<file path="src/rtl/pipe_pkg.sv">
// Shared constants and helpers for the elastic pipeline-stage buffer.
package pipe_pkg;

   localparam int   PERF_CNT_W   = 32;
   localparam logic FLUSH_ACTIVE = 1'b1;

   // Pointer increment with explicit wrap so non-power-of-2 depths work.
   function automatic logic [31:0] next_ptr(input logic [31:0] ptr, input logic [31:0] depth);
      return (ptr == depth - 32'd1) ? 32'd0 : ptr + 32'd1;
   endfunction

endpackage

</file>
<file path="src/rtl/pipe_stage_buf.sv">
// DEPTH-entry elastic pipeline stage with valid/ready handshake, synchronous flush
// and registered-only ready. Optional perf counters via PIPE_STAGE_BUF_PERF_EN.
module pipe_stage_buf
   import pipe_pkg::*;
#(
   parameter int  WIDTH = 32,
   parameter int  DEPTH = 2,
   localparam int CNT_W = $clog2(DEPTH + 1)
) (
   input  logic             clk,
   input  logic             rst,
   input  logic             flush,
   input  logic             in_valid,
   output logic             in_ready,
   input  logic [WIDTH-1:0] in_data,
   output logic             out_valid,
   input  logic             out_ready,
   output logic [WIDTH-1:0] out_data,
   output logic [CNT_W-1:0] count
`ifdef PIPE_STAGE_BUF_PERF_EN
   ,
   output logic [PERF_CNT_W-1:0] stall_cnt,
   output logic [PERF_CNT_W-1:0] full_cnt
`endif
);

   localparam int               PTR_W    = $clog2(DEPTH);
   localparam logic [CNT_W-1:0] FULL_CNT = CNT_W'(DEPTH);

   logic [WIDTH-1:0] mem [DEPTH];
   logic [PTR_W-1:0] wr_ptr;
   logic [PTR_W-1:0] rd_ptr;
   logic             push;
   logic             pop;
   logic             flush_hit;

   assign flush_hit = (flush == FLUSH_ACTIVE);
   assign in_ready  = (count < FULL_CNT);
   assign out_valid = (count != '0);
   assign out_data  = out_valid ? mem[rd_ptr] : '0;
   assign push      = in_valid & in_ready;
   assign pop       = out_valid & out_ready;

   // Storage needs no reset; only slots covered by count are ever observed.
   always_ff @(posedge clk) begin
      if (push && !flush_hit) begin
         mem[wr_ptr] <= in_data;
      end
   end

   always_ff @(posedge clk or posedge rst) begin
      if (rst) begin
         count  <= '0;
         wr_ptr <= '0;
         rd_ptr <= '0;
      end else if (flush_hit) begin
         count  <= '0;
         wr_ptr <= '0;
         rd_ptr <= '0;
      end else begin
         if (push) begin
            wr_ptr <= PTR_W'(next_ptr(32'(wr_ptr), 32'(DEPTH)));
         end
         if (pop) begin
            rd_ptr <= PTR_W'(next_ptr(32'(rd_ptr), 32'(DEPTH)));
         end
         case ({push, pop})
            2'b10:   count <= count + CNT_W'(1);
            2'b01:   count <= count - CNT_W'(1);
            default: count <= count;
         endcase
      end
   end

`ifdef PIPE_STAGE_BUF_PERF_EN
   // Saturating event counters; flush deliberately leaves them alone.
   always_ff @(posedge clk or posedge rst) begin
      if (rst) begin
         stall_cnt <= '0;
         full_cnt  <= '0;
      end else begin
         if (out_valid && !out_ready && stall_cnt != '1) begin
            stall_cnt <= stall_cnt + PERF_CNT_W'(1);
         end
         if (in_valid && !in_ready && full_cnt != '1) begin
            full_cnt <= full_cnt + PERF_CNT_W'(1);
         end
      end
   end
`endif

   a_count_bound : assert property (@(posedge clk) disable iff (rst) count <= FULL_CNT);

   a_hold_stable : assert property (@(posedge clk) disable iff (rst)
      (out_valid && !out_ready && !flush_hit) |=> $stable(out_data));

endmodule
</file>
<file path="config.mk">
export PLATFORM = sky130hd
export DESIGN_NAME = pipe_stage_buf
export DESIGN_NICKNAME = d
export VERILOG_FILES = /design/src/rtl/pipe_pkg.sv /design/src/rtl/pipe_stage_buf.sv
export SDC_FILE = /design/constraint.sdc
export NUM_CORES = 1
export LEC_CHECK = 0
export ABC_AREA = 1
export CORE_ASPECT_RATIO = 0.8
export CORE_MARGIN = 2
export CORE_UTILIZATION = 30
export CTS_CLUSTER_DIAMETER = 80
export DETAILED_ROUTE_END_ITERATION = 12
export GPL_ROUTABILITY_DRIVEN = 0
export GPL_TIMING_DRIVEN = 0
export SLEW_MARGIN = 40
export SYNTH_ARGS = -nofsm -noshare
export SYNTH_HDL_FRONTEND = slang
export SYNTH_SLANG_ARGS = --single-unit
</file>
<file path="constraint.sdc">
create_clock -name clk -period 2.3 [get_ports clk]
set_input_delay 0.23 -clock clk [delete_from_list [all_inputs] [get_ports clk]]
set_output_delay 0.23 -clock clk [all_outputs]
set_load 0.02 [all_outputs]
</file>
### Word-level counts from Yosys, hierarchy flattened

Memories as Yosys holds them, arrays and structs flattened.
Cells that the tools add are included.

| storage, ports and cells | value |
|---|---|
| bits in registers | 4 |
| memory bits (writable) | 64 |
| bits of input ports | 37 |
| output and inout port bits | 36 |
| word-level logic and storage cells | 30 |
| memories kept | 1 |

Memory list:

| memory | words | bits a word | read ports | clocked after Yosys merged registers in | wr ports | line | RTL |
|---|---|---|---|---|---|---|---|
| mem | 2 | 32 | 1 | 0 | 1 | pipe_stage_buf.sv:30 | `logic [WIDTH-1:0] mem [DEPTH];` |

| operators by class | value |
|---|---|
| $add $sub $neg | 4 |
| magnitude comparators | 1 |
| equal/unequal tests | 2 |
| muxes and demuxes | 11 |
| bitwise gates (word level) | 2 |
| reductions and logical operators | 6 |

Operators with widths:

| cell | number |
|---|---|
| 32-bit two-way mux | 1 |
| 1-bit two-way mux | 8 |
| 2-bit nonzero test | 3 |
| 2-bit case mux with 2 select lines | 1 |
| 3-bit nonzero test | 1 |
| 1-bit adder, second input constant | 2 |
| 2-bit by 1-bit adder with 2-bit output, second input constant | 1 |
| 1-bit AND | 2 |
| 2-bit by 1-bit == test with 1-bit output, second input constant | 1 |
| 2-bit == test, second input constant | 1 |
| 2-bit less-than comparator, second input constant | 1 |
| 2-bit two-way mux | 1 |
| 2-bit by 1-bit subtractor with 2-bit output, second input constant | 1 |
| 1-bit logical AND | 1 |
| 1-bit zero test | 1 |

### Logic depth before layout (Yosys ltp)

Gate-level depths: netlist of run 1.

| depth | value |
|---|---|
| depth after elaboration | 5 |
| depth in mapped cells | 8 |
| gate-level depth less buffers | 8 |

### Worst setup path before layout of run 1

OpenSTA, ideal clock, no wires.

| path | value |
|---|---|
| kind | register -> register |
| start point | register count[1] |
| end point | memory mem[1][0] (enable) |
| data arrival time | 2.240 ns |
| required time | 1.879 ns |
| path slack | -0.361 ns |
| cell stages (with the launch flop) | 6 |
| buffers on the path | 0 |
| cells stage by stage | dfrtp_1 -> inv_2 -> nand2_2 -> inv_2 -> nand2_1 -> nor2_1 |

| between the ends | value |
|---|---|
| longest elaborated chain between the ends | 5 |

RTL lines:

| what | line | RTL |
|---|---|---|
| start, declared | pipe_stage_buf.sv:19 | `output logic [CNT_W-1:0] count` |
| start signal, assigned | pipe_stage_buf.sv:68 | `2'b10: count <= count + CNT_W'(1);` |
| start signal, assigned | pipe_stage_buf.sv:69 | `2'b01: count <= count - CNT_W'(1);` |
| start signal, assigned | pipe_stage_buf.sv:70 | `default: count <= count;` |
| 2-bit less-than comparator | pipe_stage_buf.sv:38 | `assign in_ready = (count < FULL_CNT);` |
| named net in_ready | pipe_stage_buf.sv:14 | `output logic in_ready,` |
| 1-bit AND | pipe_stage_buf.sv:41 | `assign push = in_valid & in_ready;` |
| 1-bit logical AND | pipe_stage_buf.sv:46 | `if (push && !flush_hit) begin` |
| 1-bit two-way mux | pipe_stage_buf.sv:46 |  |
| 1-bit two-way mux (implied by the code) | pipe_stage_buf.sv:47 | `mem[wr_ptr] <= in_data;` |
| end, declared | pipe_stage_buf.sv:30 |  |

The timed path passes the listed nets, and every way through them passes these cells.

### Worst setup path in the final report of run 1

| path | value |
|---|---|
| start point | register rd_ptr |
| end point | output port out_data[16] |

| between the ends | value |
|---|---|
| longest elaborated chain between the ends | 2 |

RTL lines:

| what | line | RTL |
|---|---|---|
| start, declared | pipe_stage_buf.sv:32 | `logic [PTR_W-1:0] rd_ptr;` |
| start signal, assigned | pipe_stage_buf.sv:65 | `rd_ptr <= PTR_W'(next_ptr(32'(rd_ptr), 32'(DEPTH)));` |
| memory 2 x 32 bit | - |  |
| 32-bit two-way mux | pipe_stage_buf.sv:40 | `assign out_data = out_valid ? mem[rd_ptr] : '0;` |
| end, declared | pipe_stage_buf.sv:18 | `output logic [WIDTH-1:0] out_data,` |

No other way between the ends.

==> results of run 1 <==
==> cell usage after synthesis <==
| library cell | instances |
|---|---|
| nand2_2 | 3 |
| nand3_1 | 4 |
| nor2_1 | 3 |
| a21oi_1 | 33 |
| o21ai_0 | 2 |
| buf_2 | 10 |
| nand2_1 | 73 |
| dfrtp_1 | 4 |
| edfxtp_1 | 64 |
| nand2_4 | 2 |
| inv_2 | 4 |
| nor2_2 | 2 |
| inv_1 | 4 |
==> cells by family (layout without fill, tap and decap cells) <==
group	after synthesis	after routing
AND/OR/NAND/NOR	87	87
buffers and inverters	18	108
AO/OA/AOI/OAI	35	35
flip-flops	68	68
==> layer usage <==
| layer | vias to the layer above | share of wire [%] | global-route usage [%] |
|---|---|---|---|
| met1 | 831 | 43 | 15.44 |
| li1 | 887 | - | - |
| met2 | 53 | 48 | 20.17 |
| met4 | 0 | 0.95 | 3.147 |
| met3 | 6 | 7.9 | 6.101 |
| met5 | - | 0 | 0 |
==> area by class of cell <==
cell class	instances	area (sq um)
fill	820	4710
sequential	68	2022
timing repair buffer	74	813.3
multi-input combinational	122	554.3
tap	112	140.1
clock buffer	11	131.4
clock inverter	5	62.56
buffer	10	57.56
inverter	8	30.03
==> worst max-delay path, stage by stage (launching register included) <==
cell and delay (ps):
dfrtp_1 330, buf_2 160, buf_2 250, nand2_1 70
a21oi_1 140, clkdlybuf4s50_1 630
==> repair_timing <==
action                     in CTS  in global routing
resized for setup              14                 20
hold buffers                    0                  0
setup endpoints to repair      26                 20
cloned                          0                  0
==> path summary, 6_finish.rpt <==
check / to / depth (start not counted)
max in group asynchronous: rd_ptr$_DFFE_PP0P_ / 2
min in group clk: mem[1][31]$_DFFE_PP_ / 1
worst max-delay path: out_data[16] / 5
worst min register to register: wr_ptr$_DFFE_PP0P_ / 1
worst max register to register: mem[0][16]$_DFFE_PP_ / 6
worst min-delay path: count[1]$_DFFE_PP0P_ / 2
==> power by group <==
part           internal [mW]  leakage, nW  switching [mW]  total [mW]
logic                  0.430        0.989           0.644        1.07
registers               1.45        0.640          0.0345        1.48
clock network          0.505       0.0897           0.445       0.950
==> state kept, by name (all words and copies together) (netlist names) <==
| name | count |
|---|---|
| count | 2 |
| mem | 64 |
| rd_ptr | 1 |
| wr_ptr | 1 |
==> through the flow <==
stage          power, mW  util [%]
2_1_floorplan      2.085         -
3_3_place_gp       2.622     41.04
3_5_place_dp       2.650     41.86
4_1_cts            3.593     44.14
5_1_grt            3.703     44.73
6_report           3.505     44.73
==> flow_metrics.py, run 1 <==
metrics = {
    "run_status": {
        "result_of_the_run": "finished clean",
    },
    "synthesis": {
        "synth_top_cell_area_share_pct": 72.90,
        "synth_compound_gate_area_share_pct": 6.645,
        "synth-seq-area-share_pct": 76.70,
        "synth.cell_area_sq_um": 2636,
        "syn-instance-count": 208,
        "synth.avg_cell_area_sq_um": 12.67,
        "largest_family_of_logic_cells_by_synthesized_area": "simple AND/OR/NAND/NOR gates",
        "ys_ff_latch": 68,
        "synth.distinct_cells": 13,
        "post_synth_main_area_contributors": "edfxtp_1, nand2_1, a21oi_1",
        "synthesized_area_fraction_occupied_by_adder_cells_pct": 0,
        "yosysWarningCount": 0,
        "muxShareOfSynthArea_pct": 0,
        "synth.largest_area_cell": "edfxtp_1",
        "synthesized_net_count": 245,
        "yosys.area_share.xor_xnor_pct": 0,
        "fraction_of_the_mapped_netlist_area_in_simple_logic_gates_pct": 13.62,
    },
    "final_layout": {
        "flow.area_growth_from_synthesis_pct": 44.57,
        "share_of_layout_cells_above_drive_strength_1_pct": 13.09,
        "n_antenna_cell": 0,
        "post_route_insts_no_fill": 410,
        "finalNetCount": 330,
        "mostFrequentLayoutCells": "nand2_1, edfxtp_1, clkdlybuf4s50_1",
        "most_frequent_standard_cell_in_the_layout_excluding_fill_and_tap_cells": "nand2_1",
        "fin_area_sq_um": 3811,
    },
    "timing": {
        "drv_slew": 0,
        "finalSetupViolCount": 0,
        "final-hold-violation-count": 0,
        "post-route-worst-setup-slack_ps": 155.6,
        "hold_slack_ps": 78.17,
        "max_slew.worst_pin.slew_ps": 556.5,
        "fmaxAchievable_mhz": 466.3,
        "fin_skew_ps": 4.970,
        "rsz0062_at_grt": "false",
        "relSlewSlack_pct": 62.81,
        "timing.setup.tns_ps": 0,
        "fin_crit_ps": 2144,
        "min_period_over_period_pct": 93.23,
    },
    "floorplanning": {
        "rows": 30,
        "die_w_um": 108.8,
        "start_util_pct": 30.94,
        "core_area_sq_um": 8521,
        "fp.dieArea_sq_um": 9558,
        "die_h_um": 87.85,
        "ioPinCount": 73,
    },
    "detailed_routing": {
        "wl_per_cell_um": 13.80,
        "drt_first_iter_violations": 38,
        "via_count": 1777,
        "drtAntennaViolNets": 0,
        "finalWirelength_mm": 5.658,
        "vias_per_cell": 4.334,
        "drc_errors": 0,
        "drt_first_pass_iters": 4,
    },
    "placed_design": {
        "detailedPlace.worstSlack_ps": 229.8,
        "place.detailed.instances": 394,
        "placement.io_buffers": 72,
        "post_dp_hpwl_mm": 3.752,
        "placed_area_sq_um": 3567,
    },
    "worst_setup_path": {
        "req_time_crit_path_ps": 2070,
        "critical_path.startpoint_type": "flop",
        "crit_type": "flop to output pin",
        "cp.arrival_ps": 1910,
        "reg2reg_from": "count[1]$_DFFE_PP0P_",
        "endpoint_kind": "output pin",
        "critPathLaunch": "rd_ptr$_DFFE_PP0P_",
        "crit_fanout": 10,
        "worst-r2r-setup-slack_ps": 440,
    },
    "pwr": {
        "static-leakage-power_nw": 1.718,
        "maximum_resistive_drop_on_vdd_mv": 0.3914,
        "power_density_nw_per_um2": 919.7,
    },
    "clocking": {
        "cts_post_setup_buffers_inserted": 0,
        "cts-root-to-sink-buffers": 2,
        "cts_tree": "done",
        "cts-buffers-inserted": 9,
        "clock_sink_count": 68,
        "cts-root-buf": "clkbuf_8",
        "htreeDepth": 3,
        "clkTransAtPathRegs_ps": 70,
        "clock_insertion_delay_worst_skew_ps": 340,
    },
    "flow_run": {
        "max_cap_viol_count": 0,
    },
    "global_route": {
        "grt_pass1_wl_mm": 8.707,
        "grt_util_all_layers_pct": 12.60,
        "number_of_global_route_vias_before_repair": 1713,
        "grt_start_max_net_pins": 19,
        "gr-total-overflow": 0,
        "antenna_found_initial": 0,
    },
    "hold_path": {
        "hp-class": "primary input to async pin",
    },
}
Power figures use the tool's default switching activity.
==> inputs of run 2 (changes only) <==
--- a/config.mk
+++ b/config.mk
@@ -8,11 +8,13 @@
 export ABC_AREA = 1
 export CORE_ASPECT_RATIO = 0.8
 export CORE_MARGIN = 2
-export CORE_UTILIZATION = 30
+export CORE_UTILIZATION = 43
 export CTS_CLUSTER_DIAMETER = 80
 export DETAILED_ROUTE_END_ITERATION = 12
 export GPL_ROUTABILITY_DRIVEN = 0
 export GPL_TIMING_DRIVEN = 0
+export PLACE_DENSITY = 0.76
+export REMOVE_ABC_BUFFERS = 1
 export SLEW_MARGIN = 40
 export SYNTH_ARGS = -nofsm -noshare
 export SYNTH_HDL_FRONTEND = slang
==> run 2 against run 1 <==
Count of clock-buffer cells in the layout fell by 2. Flip-flop and latch count did not move. Critical path type unchanged. Highest routed layer unchanged. Critical path depth fell by 2. Register-to-register slack got worse by 70 ps. Combinational power rose by 7%. Sequential share of layout area rose by 0.66 points. Sequential power barely moved. Non-clock buffer count fell by 3.
==> flow_metrics.py, run 2 (synthesis results as in run 1) <==
metrics = {
    "run_status": {
        "result_of_the_run": "finished clean",
    },
    "detailed_routing": {
        "vias_per_cell": 4.867,
        "drtAntennaViolNets": 0,
        "wl_per_cell_um": 14.90,
        "via_count": 1835,
        "drt_first_pass_iters": 4,
        "drt_first_iter_violations": 80,
        "drc_errors": 0,
        "finalWirelength_mm": 5.616,
    },
    "floorplanning": {
        "die_w_um": 91.54,
        "start_util_pct": 44.59,
        "rows": 25,
        "core_area_sq_um": 5912,
        "ioPinCount": 73,
        "die_h_um": 74.04,
        "fp.dieArea_sq_um": 6777,
    },
    "timing": {
        "fmaxAchievable_mhz": 458.1,
        "final-hold-violation-count": 0,
        "drv_slew": 0,
        "relSlewSlack_pct": 62.38,
        "fin_crit_ps": 2183,
        "max_slew.worst_pin.slew_ps": 562.9,
        "min_period_over_period_pct": 94.91,
        "hold_slack_ps": 68.10,
        "rsz0062_at_grt": "false",
        "finalSetupViolCount": 0,
        "fin_skew_ps": 5.583,
    },
    "final_layout": {
        "largest_register_ffs": 64,
        "largest_register": "mem",
        "final_core_utilization_pct": 63.79,
        "flow.area_growth_from_synthesis_pct": 43.05,
        "most_frequent_standard_cell_in_the_layout_excluding_fill_and_tap_cells": "nand2_1",
        "mostFrequentLayoutCells": "nand2_1, clkdlybuf4s50_1, edfxtp_1",
        "top_regs": "mem x64, count x2",
        "share_of_layout_cells_above_drive_strength_1_pct": 13.18,
        "n_antenna_cell": 0,
        "finalNetCount": 328,
        "fin_area_sq_um": 3771,
    },
    "clocking": {
        "clock_insertion_delay_worst_skew_ps": 340,
        "clkTransAtPathRegs_ps": 70,
        "cts-root-to-sink-buffers": 2,
        "cts-buffers-inserted": 9,
        "cts_tree": "done",
        "clock_sink_count": 68,
        "cts-root-buf": "clkbuf_8",
        "htreeDepth": 3,
    },
    "worst_setup_path": {
        "critical_path.startpoint_type": "flop",
        "endpoint_kind": "output pin",
        "req_time_crit_path_ps": 2070,
        "crit_type": "flop to output pin",
        "worst_r2r_path_depth": 6,
        "crit_fanout": 16,
        "cp.arrival_ps": 1950,
    },
    "global_route": {
        "grt_pass1_wl_mm": 8.411,
        "gr-total-overflow": 0,
        "number_of_global_route_vias_before_repair": 1752,
        "grt_start_max_net_pins": 35,
        "grt_util_all_layers_pct": 17.10,
        "antenna_found_initial": 0,
    },
    "flow_run": {
        "max_cap_viol_count": 0,
    },
    "hold_path": {
        "hp-class": "primary input to async pin",
    },
    "placed_design": {
        "post_dp_hpwl_mm": 3.243,
        "placed_area_sq_um": 3485,
        "placement.io_buffers": 72,
    },
    "pwr": {
        "power_density_nw_per_um2": 951.6,
        "static-leakage-power_nw": 1.387,
        "maximum_resistive_drop_on_vdd_mv": 0.5377,
    },
}
run 2: cell types whose count changed in the layout (fill, tap and decap cells not counted), moves of 2 or more:
cell | previous run | this run
buf_2 | 7 | 0
dlygate4sd2_1 | 10 | 2
clkbuf_1 | 2 | 0
clkinv_2 | 0 | 2
dlymetal6s2s_1 | 20 | 1
clkdlybuf4s50_1 | 42 | 69
run 2: final cells by class:
type | instances | area [sq um]
tap | 81 | 101.3
clock buffer | 9 | 123.9
sequential | 68 | 2026
clock inverter | 7 | 67.56
fill | 450 | 2141
inverter | 8 | 42.54
timing repair buffer | 81 | 844.6
multi-input combinational | 123 | 565.5
run 2: worst paths after layout:
path	from	endpoint	slack [ps]
min in group clk	in_data[11]	mem[0][11]$_DFFE_PP_	460
setup reg to reg	count[1]$_DFFE_PP0P_	mem[0][22]$_DFFE_PP_	370
max in group asynchronous	rst	rd_ptr$_DFFE_PP0P_	2060
hold reg to reg	wr_ptr$_DFFE_PP0P_	wr_ptr$_DFFE_PP0P_	600
hold / removal	rst	wr_ptr$_DFFE_PP0P_	70
setup / recovery	count[0]$_DFFE_PP0P_	out_data[18]	120
run 2: timing repair:
action                                  CTS  global route
hold buffers                              0             0
pin swaps                                 1             1
cloned                                    1             0
resized for setup                         7             2
endpoints found under the setup margin   32            30
setup buffers                             1             6
run 2: where the power goes:
| group | internal (mW) | switching (mW) |
|---|---|---|
| Sequential | 1.45 | 0.0617 |
| Combinational | 0.501 | 0.651 |
| Clock | 0.494 | 0.431 |
run 2: critical path, cell delays in order, from the launching register on:
cell             delay [ps]
dfrtp_1                 500
nor2_4                  460
a21oi_1                  80
clkdlybuf4s50_1         570
run 2: through the flow:
| stage | total power [mW] | worst slack [ps] | cells | TNS (ps) |
|---|---|---|---|---|
| finish | 3.588 | 117.0 | 377 | 0 |
| global placement | 2.557 | -1121 | 351 | -87760 |
| global route | 3.765 | 4.762 | 377 | 0 |
| floorplan | 2.048 | -360.6 | 198 | -23080 |
| detailed placement | 2.589 | -81.24 | 353 | -825.9 |
| CTS | 3.553 | -6.203 | 371 | -10.82 |
run 2: routing by layer:
metal | vias to the layer above | GRT usage, % | wire [um]
met4 | 0 | 6.061 | 102
met2 | 60 | 26.72 | 2637
li1 | 882 | - | -
met5 | - | 0 | 0
met1 | 882 | 20.99 | 2533
met3 | 11 | 8.511 | 343
==> inputs of run 3 (changes only) <==
--- a/config.mk
+++ b/config.mk
@@ -15,7 +15,8 @@
 export GPL_TIMING_DRIVEN = 0
 export PLACE_DENSITY = 0.76
 export REMOVE_ABC_BUFFERS = 1
-export SLEW_MARGIN = 40
+export SLEW_MARGIN = 20
 export SYNTH_ARGS = -nofsm -noshare
 export SYNTH_HDL_FRONTEND = slang
 export SYNTH_SLANG_ARGS = --single-unit
+export TNS_END_PERCENT = 20
==> run 3 against run 2 <==
Clock skew decreased by 1.3 ps. Critical path depth increased by 1. Largest power group unchanged. Maximum frequency increased by 0.50%. Flip-flop and latch count unchanged. Non-clock buffer count decreased by 1. Critical endpoint is now out_data[11]. Utilization decreased by 0.17 points. Sequential power about the same. Wire length decreased by 4.2%. Design area decreased by 0.27%. Worst hold slack improved by 7.8 ps.
==> flow_metrics.py, run 3 (synthesis results as in run 1) <==
metrics = {
    "detailed_routing": {
        "via_count": 1835,
        "finalWirelength_mm": 5.381,
        "drt_first_pass_iters": 6,
        "drtAntennaViolNets": 0,
        "wl_per_cell_um": 14.35,
        "vias_per_cell": 4.893,
        "drt_first_iter_violations": 57,
        "drc_errors": 0,
    },
    "worst_setup_path": {
        "worst_r2r_path_depth": 6,
        "req_time_crit_path_ps": 2070,
        "cp.arrival_ps": 1940,
        "crit_fanout": 34,
        "r2r-end": "mem[0][31]$_DFFE_PP_",
        "worst-r2r-setup-slack_ps": 390,
        "worst_path_max_delay_cell": "clkdlybuf4s50_1",
        "worst_path_cell_trace": "clkinv_8 > nand2_1 > a21oi_1 > clkdlybuf4s50_1",
        "crit_type": "flop to output pin",
        "reg2reg_from": "count[1]$_DFFE_PP0P_",
        "critical_path.max_stage_delay_ps": 630,
        "critical_path.startpoint_type": "flop",
        "endpoint_kind": "output pin",
    },
    "timing": {
        "fin_skew_ps": 4.300,
        "fmaxAchievable_mhz": 460.4,
        "relSlewSlack_pct": 63.49,
        "final-hold-violation-count": 0,
        "hold_slack_ps": 75.87,
        "max_slew.worst_pin.slew_ps": 546.4,
        "fin_crit_ps": 2172,
        "timing.setup.tns_ps": 0,
        "min_period_over_period_pct": 94.44,
        "finalSetupViolCount": 0,
        "drv_slew": 0,
    },
    "final_layout": {
        "flow.area_growth_from_synthesis_pct": 42.67,
        "largest_register": "mem",
        "n_antenna_cell": 0,
        "fill_cells": 458,
        "most_frequent_standard_cell_in_the_layout_excluding_fill_and_tap_cells": "nand2_1",
        "mostFrequentLayoutCells": "nand2_1, clkdlybuf4s50_1, edfxtp_1",
        "post_route_insts_no_fill": 375,
        "seq_area_sq_um": 2026,
        "multi_input_area_sq_um": 565.5,
        "finalNetCount": 327,
        "top_regs": "mem x64, count x2",
        "largest_register_ffs": 64,
        "share_of_layout_cells_above_drive_strength_1_pct": 12.93,
    },
    "pwr": {
        "power_density_nw_per_um2": 945.6,
        "comb_power_share_pct": 31.9,
        "power.switching_fraction_pct": 31.49,
        "pwr-share-clk_pct": 25.6,
        "power.net_switching_mw": 1.120,
        "static-leakage-power_nw": 1.380,
        "share_seq_of_total_power_pct": 42.5,
        "internal_power_mw": 2.437,
        "maximum_resistive_drop_on_vdd_mv": 0.4581,
    },
    "clocking": {
        "clock_sink_count": 68,
        "cts_tree": "done",
        "cts-buffers-inserted": 9,
        "hold_buf_count_cts": 0,
        "cts-root-to-sink-buffers": 2,
        "htreeDepth": 3,
        "clkTransAtPathRegs_ps": 70,
        "cts-root-buf": "clkbuf_8",
        "clock_insertion_delay_worst_skew_ps": 330,
    },
    "placed_design": {
        "placement.io_buffers": 72,
        "post_dp_hpwl_mm": 3.221,
        "place.detailed.instances": 353,
    },
    "floorplanning": {
        "rows": 25,
        "die_h_um": 74.04,
        "fp.dieArea_sq_um": 6777,
        "die_w_um": 91.54,
        "ioPinCount": 73,
        "start_util_pct": 44.59,
        "core_area_sq_um": 5912,
    },
    "global_route": {
        "gr-total-overflow": 0,
        "grt_util_all_layers_pct": 16.76,
        "grt_pass1_wl_mm": 8.459,
        "number_of_global_route_vias_before_repair": 1792,
        "antenna_found_initial": 0,
        "grt_start_max_net_pins": 35,
    },
    "hold_path": {
        "hp-class": "primary input to async pin",
    },
    "flow_run": {
        "max_cap_viol_count": 0,
    },
    "run_status": {
        "result_of_the_run": "finished clean",
    },
}
==> run 3: cell types whose count changed in the layout (fill, tap and decap cells not counted), sizes merged <==
cell           previous run  this run
clkinv                    5         3
clkbuf                   10         9
clkdlybuf4s50            69        68
dlygate4sd2               2         3
clkinvlp                  2         3
==> run 3: final cells by class <==
type                    instances  share of cell area [%]
clock buffers                   9                   3.293
clock inverters                 6                   1.763
inverters                       8                   1.131
multi-input cells             123                   15.04
flip-flops and latches         68                   53.86
well taps                      81                   2.695
repair buffers                 80                   22.22
==> run 3: power groups by stage <==
stage,sequential (mW),combinational [mW],clock (mW)
floorplan,1.54,0.512,0
global placement,1.55,1.01,0
detailed placement,1.55,1.04,0
CTS,1.52,1.08,0.939
global route,1.52,1.23,1.00
finish,1.51,1.13,0.910
==> run 3: through the flow <==
stage	utilization (%)	power, mW	worst slack, ps	cell area [sq um]
final	63.62	3.557	127.8	3761
after global routing	63.62	3.748	-3.631	3761
after CTS	62.65	3.543	4.259	3704
after detailed placement	58.92	2.590	-488.4	3483
after global placement	57.65	2.557	-1121	3408
after floorplan	-	2.048	-360.6	2586
==> run 3: per-layer routing <==
metal	routed length (um)	track usage (%)
met3	270	5.268
met2	2607	28.19
met4	42	5.892
met5	0	0
met1	2460	20.97
==> run 3: critical path: cells and delay by family (launching register included) <==
| kind | cells | cell delay (ps) |
|---|---|---|
| buf+inv | 2 | 800 |
| flops | 1 | 570 |
| compound gates | 1 | 170 |
| simple gates | 1 | 70 |
==> run 3: worst max path at each step <==
stage / slack, ps / from / end
final: 130 / rd_ptr$_DFFE_PP0P_ / out_data[11]
after global routing: -4 / rd_ptr$_DFFE_PP0P_ / out_data[23]
after CTS: 4 / rd_ptr$_DFFE_PP0P_ / out_data[11]
after detailed placement: -490 / rd_ptr$_DFFE_PP0P_ / out_data[31]
after global placement: -1120 / in_valid / mem[1][1]$_DFFE_PP_
after floorplan: -360 / count[1]$_DFFE_PP0P_ / mem[1][0]$_DFFE_PP_
==> run 3: timing repair <==
| item | 4_1_cts | 5_1_grt |
|---|---|---|
| buffers inserted | 1 | 5 |
| endpoints found under the hold margin | 0 | 0 |
| pin swaps | 1 | 1 |
| setup endpoints to repair | 32 | 29 |
| cloned | 1 | 0 |
| resized for setup | 9 | 2 |
